===== src/rtl/pc_ctrl_pkg.sv =====
// Shared types and constants for the PC redirect controller.
package pc_ctrl_pkg;

    typedef enum logic [1:0] {
        RUN     = 2'd0,
        FLUSH   = 2'd1,
        HANDLER = 2'd2,
        HALT    = 2'd3
    } pc_state_t;

    localparam logic [31:0] EXC_VEC_ADDR_DEF = 32'h0000_0180;
    localparam int          CAUSE_W_DEF      = 5;

    localparam logic [CAUSE_W_DEF-1:0] CAUSE_INT  = 5'd0;
    localparam logic [CAUSE_W_DEF-1:0] CAUSE_ADEL = 5'd4;
    localparam logic [CAUSE_W_DEF-1:0] CAUSE_OVF  = 5'd12;

endpackage


===== src/rtl/pc_redirect_ctrl.sv =====
// PC redirect arbiter: exception entry/return, branch, jump and stall
// selection with EPC/CAUSE capture and double-fault halt.
module pc_redirect_ctrl
    import pc_ctrl_pkg::*;
#(
    parameter logic [31:0] EXC_VEC_ADDR = EXC_VEC_ADDR_DEF,
    parameter int          FLUSH_CYCLES = 2,
    parameter int          CAUSE_W      = CAUSE_W_DEF
) (
    input  logic               clk,
    input  logic               rst_n,
    input  logic               hazard_in,
    input  logic               jump_req,
    input  logic               branch_taken,
    input  logic               exc_req,
    input  logic [CAUSE_W-1:0] exc_cause,
    input  logic [31:0]        exc_pc,
    input  logic               eret_req,
    output logic               hazard_detected,
    output logic               br_ctrl_mux_sel,
    output logic               jump_ctrl,
    output logic               load_exceptn_vec_addr,
    output logic [31:0]        exception_vec_addr,
    output logic               flush_if,
    output logic               flush_id,
    output logic               flush_ex,
    output logic [31:0]        epc,
    output logic [CAUSE_W-1:0] cause,
    output logic [7:0]         exc_count,
    output logic               in_handler,
    output logic               halted
);

    pc_state_t          state_q, state_d;
    logic [31:0]        epc_q, epc_d;
    logic [CAUSE_W-1:0] cause_q, cause_d;
    logic [7:0]         exc_count_q, exc_count_d;
    logic [2:0]         flush_cnt_q, flush_cnt_d;

    logic active, exc_fire, dbl_fault, eret_fire, br_fire, jmp_fire, exc_redirect;

    // Redirect sources are only honoured in RUN/HANDLER; FLUSH and HALT mask them.
    assign active       = (state_q == RUN) || (state_q == HANDLER);
    assign exc_fire     = exc_req && (state_q == RUN);
    assign dbl_fault    = exc_req && (state_q == HANDLER);
    assign exc_redirect = exc_fire || dbl_fault;
    assign eret_fire    = eret_req && (state_q == HANDLER) && !exc_req && !hazard_in;
    assign br_fire      = branch_taken && active && !exc_redirect && !eret_fire;
    assign jmp_fire     = jump_req && !branch_taken && !hazard_in && active
                          && !exc_redirect && !eret_fire;

    always_ff @(posedge clk) begin
        if (!rst_n) begin
            state_q     <= RUN;
            epc_q       <= '0;
            cause_q     <= '0;
            exc_count_q <= '0;
            flush_cnt_q <= '0;
        end else begin
            state_q     <= state_d;
            epc_q       <= epc_d;
            cause_q     <= cause_d;
            exc_count_q <= exc_count_d;
            flush_cnt_q <= flush_cnt_d;
        end
    end

    always_comb begin
        state_d     = state_q;
        epc_d       = epc_q;
        cause_d     = cause_q;
        exc_count_d = exc_count_q;
        flush_cnt_d = flush_cnt_q;
        case (state_q)
            RUN: begin
                if (exc_fire) begin
                    epc_d       = exc_pc;
                    cause_d     = exc_cause;
                    exc_count_d = (exc_count_q == 8'hFF) ? exc_count_q : exc_count_q + 8'd1;
                    flush_cnt_d = 3'(FLUSH_CYCLES - 1);
                    state_d     = FLUSH;
                end
            end
            FLUSH: begin
                if (flush_cnt_q == 3'd0) state_d = HANDLER;
                else                     flush_cnt_d = flush_cnt_q - 3'd1;
            end
            HANDLER: begin
                if (dbl_fault)      state_d = HALT;
                else if (eret_fire) state_d = RUN;
            end
            default: state_d = HALT;
        endcase
    end

    always_comb begin
        hazard_detected       = 1'b0;
        br_ctrl_mux_sel       = 1'b0;
        jump_ctrl             = 1'b0;
        load_exceptn_vec_addr = 1'b0;
        exception_vec_addr    = EXC_VEC_ADDR;
        flush_if              = 1'b0;
        flush_id              = 1'b0;
        flush_ex              = 1'b0;
        if (state_q == HALT) begin
            hazard_detected = 1'b1;
        end else begin
            hazard_detected = hazard_in && !(exc_redirect || eret_fire || br_fire);
            if (exc_redirect) begin
                load_exceptn_vec_addr = 1'b1;
                flush_if              = 1'b1;
                flush_id              = 1'b1;
                flush_ex              = 1'b1;
            end else if (eret_fire) begin
                load_exceptn_vec_addr = 1'b1;
                exception_vec_addr    = epc_q;
                flush_if              = 1'b1;
            end else if (br_fire) begin
                br_ctrl_mux_sel = 1'b1;
                flush_if        = 1'b1;
                flush_id        = 1'b1;
            end else if (jmp_fire) begin
                jump_ctrl = 1'b1;
                flush_if  = 1'b1;
            end
            if (state_q == FLUSH) begin
                flush_id = 1'b1;
                flush_ex = 1'b1;
            end
        end
    end

    assign epc        = epc_q;
    assign cause      = cause_q;
    assign exc_count  = exc_count_q;
    assign in_handler = (state_q == FLUSH) || (state_q == HANDLER);
    assign halted     = (state_q == HALT);

    a_pc_sel_onehot0 : assert property (@(posedge clk) disable iff (!rst_n)
        $onehot0({br_ctrl_mux_sel, jump_ctrl, load_exceptn_vec_addr}));

endmodule

===== config.mk =====
export PLATFORM = sky130hd
export DESIGN_NAME = pc_redirect_ctrl
export DESIGN_NICKNAME = d
export VERILOG_FILES = /design/src/rtl/pc_ctrl_pkg.sv /design/src/rtl/pc_redirect_ctrl.sv
export SDC_FILE = /design/constraint.sdc
export NUM_CORES = 1
export LEC_CHECK = 0
export ABC_AREA = 1
export ABC_CLOCK_PERIOD_IN_PS = 1700
export BUFFER_PORTS_ARGS = -buffer_cell sky130_fd_sc_hd__buf_2
export CORE_UTILIZATION = 45
export DETAILED_ROUTE_END_ITERATION = 7
export GPL_ROUTABILITY_DRIVEN = 0
export PLACE_DENSITY = 0.79
export SLEW_MARGIN = 20
export SYNTH_ARGS = -nofsm -noshare
export SYNTH_HDL_FRONTEND = slang
export SYNTH_SLANG_ARGS = --single-unit

===== constraint.sdc =====
create_clock -name clk -period 1.7 [get_ports clk]
set_input_delay 0.34 -clock clk [delete_from_list [all_inputs] [get_ports clk]]
set_output_delay 0.34 -clock clk [all_outputs]
set_load 0.02 [all_outputs]

==> Word level (Yosys, flattened, before mapping) <==
Cells that the tools add are included.
Widths: inputs -> output; s select.
{ "word_totals": {"ff_bits": 50, "input_bits": 44, "elab_cells": 82, "out_inout_bits": 86} }
{ "op_classes": {"n_reduce_logical": 32, "mux": 34, "bitwise_logic": 1, "n_eq_ne": 8, "add_sub_neg": 2} }
{ "ops": {"columns": ["cell", "count"], "rows": [
  ["$mux 32", 3],
  ["$mux 1", 23],
  ["$logic_and 1x1->1", 14],
  ["$reduce_and 3->1", 3],
  ["$add 8x1->8 const B", 1],
  ["$eq 8x8->1 const B", 1],
  ["$mux 2", 4],
  ["$logic_not 1->1", 6],
  ["$mux 3", 2],
  ["$ne 2x2->1 const B", 3],
  ["$pmux 2 s3", 1],
  ["$pmux 3 s2", 1],
  ["$logic_or 1x1->1", 5],
  ["$eq 2x2->1 const B", 2],
  ["$logic_not 3->1", 1],
  ["$ne 3x3->1 const B", 1],
  ["$sub 3x1->3 const B", 1],
  ["$eq 2x1->1 const B", 1],
  ["$logic_not 2->1", 1],
  ["$reduce_and 2->1", 1],
  ["$reduce_bool 2->1", 1],
  ["$not 1->1", 1]
]} }

==> Logic depth before layout (Yosys ltp) <==
{ "logic_depth": {"word_depth": 11, "ltp_mapped": 10, "ltp_nobuf": 10} }

==> Worst setup path before layout <==
No wires, ideal clock.
{ "synth_path": {"path_type": "register -> output", "from": "register state_q[0]", "to": "output port jump_ctrl", "slack_ns": -0.327, "path_buffers": 0, "arrival_time_ns": 1.687, "stages_incl_launch_ff": 8, "t_required_ns": 1.360, "path_cell_list": "dfxtp_1 inv_1 ha_1 nand2_1 inv_1 nand2_1 inv_1 nor4_1"} }
{ "synth_via": {"elab_chain_len": 11, "word_cells_on_any_way": 23, "classes_between": "eq/ne (2); mux (5); reduce/logical (16)"} }
{ "synth_rtl": {"columns": ["item", "line", "text"], "rows": [
  ["start: declaration", "pc_redirect_ctrl.sv:34", "pc_state_t state_q, state_d;"],
  ["start signal: assignment", "pc_redirect_ctrl.sv:60", "state_q <= state_d;"],
  ["$eq 2x2->1 / $logic_not 2->1 (equally long branches)", null, null],
  ["$logic_and 1x1->1, on equally long branches", "pc_redirect_ctrl.sv:45, pc_redirect_ctrl.sv:44, pc_redirect_ctrl.sv:47", null],
  ["$logic_or 1x1->1 / $logic_and 1x1->1 (equally long branches)", "pc_redirect_ctrl.sv:46, pc_redirect_ctrl.sv:47", null],
  ["$logic_not 1->1 / $logic_and 1x1->1 (equally long branches)", "pc_redirect_ctrl.sv:48, pc_redirect_ctrl.sv:50, pc_redirect_ctrl.sv:47", null],
  ["$logic_and 1x1->1 / $logic_not 1->1 (equally long branches)", "pc_redirect_ctrl.sv:50, pc_redirect_ctrl.sv:48", null],
  ["$logic_and 1x1->1", "pc_redirect_ctrl.sv:50", "&& !exc_redirect && !eret_fire;"],
  ["$mux 1", "pc_redirect_ctrl.sv:122", "end else if (jmp_fire) begin"],
  ["$mux 1", "pc_redirect_ctrl.sv:118", "end else if (br_fire) begin"],
  ["$mux 1", "pc_redirect_ctrl.sv:114", "end else if (eret_fire) begin"],
  ["$mux 1", "pc_redirect_ctrl.sv:109", "if (exc_redirect) begin"],
  ["$mux 1 *", "pc_redirect_ctrl.sv:105", "if (state_q == HALT) begin"],
  ["end: declaration", "pc_redirect_ctrl.sv:21", "output logic jump_ctrl,"]
]} }
Mark *: on every way between the ends. The rest lies on a longest branch, timed or not.

==> Final worst setup path <==
{ "layout_path": {"from": "register state_q[0]", "to": "output port flush_id"} }
{ "layout_via": {"elab_chain_len": 11, "word_cells_on_any_way": 21, "classes_between": "eq/ne (3); mux (5); reduce/logical (13)"} }
{ "layout_rtl": {"columns": ["item", "line", "text"], "rows": [
  ["$eq 2x2->1 / $logic_not 2->1 (equally long branches)", null, null],
  ["$logic_and 1x1->1, on equally long branches", "pc_redirect_ctrl.sv:45, pc_redirect_ctrl.sv:44, pc_redirect_ctrl.sv:47", null],
  ["$logic_or 1x1->1 / $logic_and 1x1->1 (equally long branches)", "pc_redirect_ctrl.sv:46, pc_redirect_ctrl.sv:47", null],
  ["$logic_not 1->1 / $logic_and 1x1->1 (equally long branches)", "pc_redirect_ctrl.sv:48, pc_redirect_ctrl.sv:47", null],
  ["$logic_and 1x1->1 / $logic_not 1->1 (equally long branches)", "pc_redirect_ctrl.sv:48", "assign br_fire = branch_taken && active && !exc_redirect && !eret_fire;"],
  ["$logic_and 1x1->1", "pc_redirect_ctrl.sv:48", null],
  ["$mux 1", "pc_redirect_ctrl.sv:118", null],
  ["$mux 1", "pc_redirect_ctrl.sv:114", null],
  ["$mux 1", "pc_redirect_ctrl.sv:109", null],
  ["$mux 1", "pc_redirect_ctrl.sv:126", "if (state_q == FLUSH) begin"],
  ["$mux 1 *", "pc_redirect_ctrl.sv:105", null],
  ["end: declaration", "pc_redirect_ctrl.sv:25", "output logic flush_id,"]
]} }
Marked as above.

==> metrics.txt <==
# TYPE chip_impl_metric gauge
chip_impl_info{name="worstPathCellList",value="inv_2 -> buf_6 -> ha_4 -> nand2_4 -> nand2_4 -> inv_2 -> nand4_1 -> nand2_1 -> nand2_1 -> nand2_2 -> buf_6"} 1
chip_impl_info{name="grt_setup_unrepaired",value="true"} 1
chip_impl_metric{name="post-route-worst-setup-slack",unit="ns"} -0.309
chip_impl_metric{name="cts-buffers-inserted",unit=""} 5
chip_impl_info{name="timing.critical_path.slowest_stage_cell",value="dfxtp_2"} 1
chip_impl_info{name="status",value="finished, violations left"} 1
chip_impl_metric{name="clk_transition_reported_paths",unit="ns"} 0.10
chip_impl_metric{name="power",unit="mW"} 5.44
chip_impl_info{name="synth_area_leaders",value="dfxtp_1 (39%), nor2_1 (19%), nand2_1 (11%)"} 1
chip_impl_metric{name="ant_nets",unit=""} 0
chip_impl_metric{name="share_of_post_route_cells_with_drive_strength_above_1",unit=""} 0.496
chip_impl_info{name="yosysTopAreaCell",value="dfxtp_1"} 1
chip_impl_metric{name="synth.distinct_cells",unit=""} 28
chip_impl_metric{name="maximum_ir_drop_on_the_vdd_rail",unit="mV"} 1.11
chip_impl_metric{name="route.detailed.wl_per_inst",unit="um"} 15.3
chip_impl_metric{name="arrival_worst_endpoint",unit="ns"} 1.67
chip_impl_metric{name="synth.yosys.warnings",unit=""} 0
chip_impl_metric{name="groute.usage.overall",unit=""} 0.269
chip_impl_metric{name="drt_iter0_markers",unit=""} 156
chip_impl_metric{name="final_nets",unit=""} 585
chip_impl_metric{name="final_util",unit=""} 0.808
chip_impl_metric{name="dieArea",unit="sq um"} 5960
chip_impl_metric{name="static-leakage-power",unit="nW"} 2.38
chip_impl_metric{name="path_buf_inv",unit=""} 4
chip_impl_metric{name="final_area",unit="sq um"} 4420
chip_impl_metric{name="timing_worst_slew_pin_value",unit="ns"} 0.387
chip_impl_info{name="layout_common_cells",value="nor2_1 (97), buf_2 (91), dfxtp_1 (48), buf_6 (40), nand2_1 (39)"} 1
chip_impl_metric{name="place_ws",unit="ns"} -0.0623
chip_impl_metric{name="global_route_wire_length_before_repair",unit="mm"} 12.8
chip_impl_metric{name="worst_skew_pair.late_latency",unit="ns"} 0.31
chip_impl_metric{name="placementRows",unit=""} 27
chip_impl_metric{name="cts_buffer_depth",unit=""} 2
chip_impl_metric{name="core_region_area",unit="sq um"} 5470
chip_impl_metric{name="path_max_fanout",unit=""} 3
chip_impl_metric{name="synth.ff_latch_count",unit=""} 50
chip_impl_info{name="ctsRootBufferMaster",value="clkbuf_8"} 1
chip_impl_info{name="worst-setup-path-type",value="register to primary output"} 1
chip_impl_metric{name="worst_clock_skew",unit="ns"} 0.00938
chip_impl_metric{name="timing_max_transition_violations_final",unit=""} 0
chip_impl_info{name="cts_tree",value="built"} 1
chip_impl_metric{name="grt_overflow_total",unit=""} 0
chip_impl_metric{name="grt_pass1_vias",unit=""} 2744
chip_impl_metric{name="setup_tns",unit="ns"} -8.55
chip_impl_metric{name="buffers_on_ports",unit=""} 129
chip_impl_info{name="min_path_type",value="input pin to register"} 1
chip_impl_metric{name="postPlaceCellArea",unit="sq um"} 3640
chip_impl_info{name="final_common_cell",value="nor2_1"} 1
chip_impl_metric{name="critical_path.max_stage_delay",unit="ns"} 0.35
chip_impl_metric{name="largest_net_degree_at_the_start_of_global_routing",unit=""} 34
chip_impl_metric{name="timing.final.setup_violations",unit=""} 39
chip_impl_metric{name="cellPowerDensity",unit="nW/um^2"} 1230
chip_impl_metric{name="max_cap_violations",unit=""} 0
chip_impl_metric{name="post-route-min-period",unit="ns"} 2.01
chip_impl_info{name="critical-path-top-delay-family",value="simple AND/OR/NAND/NOR gates"} 1
chip_impl_metric{name="syn-mean-instance-area",unit="sq um"} 6.59
chip_impl_metric{name="sequential_fraction_of_the_synthesis_area",unit=""} 0.394
chip_impl_metric{name="top_level_ports",unit=""} 130
chip_impl_metric{name="num-fill-cells",unit=""} 368
chip_impl_metric{name="chipHeight",unit="um"} 77.2
chip_impl_metric{name="maxClockFrequency",unit="GHz"} 0.498
chip_impl_info{name="crit_path_end_kind",value="primary output"} 1
chip_impl_metric{name="drt-pass1-iter-count",unit=""} 7
chip_impl_info{name="failed_checks",value="setup timing"} 1
chip_impl_metric{name="detailed_place_hpwl",unit="mm"} 5.27
chip_impl_metric{name="starting_density_of_the_core",unit=""} 0.465
chip_impl_metric{name="number_of_standard_cells_after_synthesis",unit=""} 386
chip_impl_metric{name="yosysTopAreaCellShare",unit=""} 0.394
chip_impl_metric{name="number_of_buffers_inserted_by_hold_repair_at_cts",unit=""} 0
chip_impl_metric{name="synth_fp_nets",unit=""} 438
chip_impl_metric{name="drc",unit=""} 0
chip_impl_metric{name="hold_violations",unit=""} 0
chip_impl_info{name="cp-start-kind",value="register"} 1
chip_impl_metric{name="antenna-diode-count",unit=""} 0
chip_impl_metric{name="final.period_utilization",unit=""} 1.18
chip_impl_metric{name="tritoncts_num_sinks",unit=""} 50
chip_impl_metric{name="avgViaCountPerCell",unit=""} 5.20
chip_impl_metric{name="antenna_found_initial",unit=""} 0
chip_impl_metric{name="ctsHtreeMaxLevel",unit=""} 2
chip_impl_metric{name="die_w",unit="um"} 77.2
chip_impl_metric{name="critical_path_required",unit="ns"} 1.36
chip_impl_metric{name="vias",unit=""} 3150
chip_impl_metric{name="synthesis.area",unit="sq um"} 2540
chip_impl_metric{name="drt_wl_total",unit="mm"} 9.25
chip_impl_metric{name="relSlewSlack",unit=""} 0.741
chip_impl_metric{name="area_growth_syn_to_layout",unit="%"} 73.8
worst min-delay path, stage by stage:
cell     delay [ns]
buf_2          0.07
o21ai_1        0.06
nor2_1         0.07
kinds of logic after synthesis:
logic type	after synthesis	synth area share
buffers and inverters	45	0.0876
flip-flops	50	0.394
adder cells (fa/ha/maj)	8	0.0394
AO/OA/AOI/OAI	48	0.0969
XOR/XNOR	2	0.00689
AND/OR/NAND/NOR	233	0.376
power by group:
part           internal [mW]  leakage (nW)  total, mW  switching (mW)
Clock                  0.290        0.0441      0.715           0.424
Combinational           1.09          1.93       2.88            1.79
Sequential              1.48         0.413       1.84           0.358
Total                   2.86          2.38       5.44            2.57
cell usage after synthesis:
master    number
nor2_1       131
nand2_1       76
dfxtp_1       50
o21ai_0       35
inv_1         24
nand3_1       11
clkbuf_1      10
ha_1           8
a21oi_1        5
o21ai_1        5
buf_6          4
nand4_1        4
buf_4          3
buf_2          2
nand2_4        2
nand3_2        2
nor3_1         2
o211ai_1       2
a31oi_1        1
clkbuf_8       1
inv_2          1
nand2_2        1
nand3b_1       1
nor2_2         1
nor2_8         1
nor4_1         1
xnor2_1        1
xor2_1         1
through the flow:
stage	cells	hold WS, ns
after global routing	606	0.265
after CTS	603	0.265
final	606	0.271
after detailed placement	589	0.473
after global placement	589	0.460
after floorplan	386	0.471
what timing repair did:
action | 4_1_cts | 5_1_grt
setup buffers | 5 | 5
gates cloned | 2 | 1
gates resized for setup | 98 | 78
endpoints found under the setup margin | 38 | 48
pin swaps | 4 | 13
routing by layer:
layer / part of all wire / track usage / wire (um)
met4: 0.028 / 0.115 / 255
met2: 0.54 / 0.485 / 5010
met3: 0.060 / 0.0464 / 559
met1: 0.37 / 0.310 / 3430
met5: 0 / 0 / 0
final timing paths:
| check | startpoint | end | slack [ns] | cells after the start |
|---|---|---|---|---|
| hold / removal | exc_pc[10] | epc[10] | 0.27 | 3 |
| setup reg to reg | state_q[0] | epc[14] | -0.03 | 9 |
| setup / recovery | state_q[0] | flush_id | -0.31 | 11 |
| hold reg to reg | cause[1] | cause[1] | 0.49 | 2 |
area by class of cell:
cell class	count	area (sq um)	share of cell area
Multi-Input combinational cell	291	1900	0.430
Tap cell	72	90.1	0.0204
Sequential cell	50	1010	0.228
Clock buffer	5	68.8	0.0156
Timing Repair Buffer	160	1220	0.277
Clock inverter	3	21.3	0.00481
Inverter	25	110	0.0249
flip-flops by register name, indices dropped and copies added (netlist names):
name         flops
flush_cnt_q      3
exc_count        8
cause            5
epc             32
state_q          2
No activity file was read; power rests on OpenSTA's default activity.
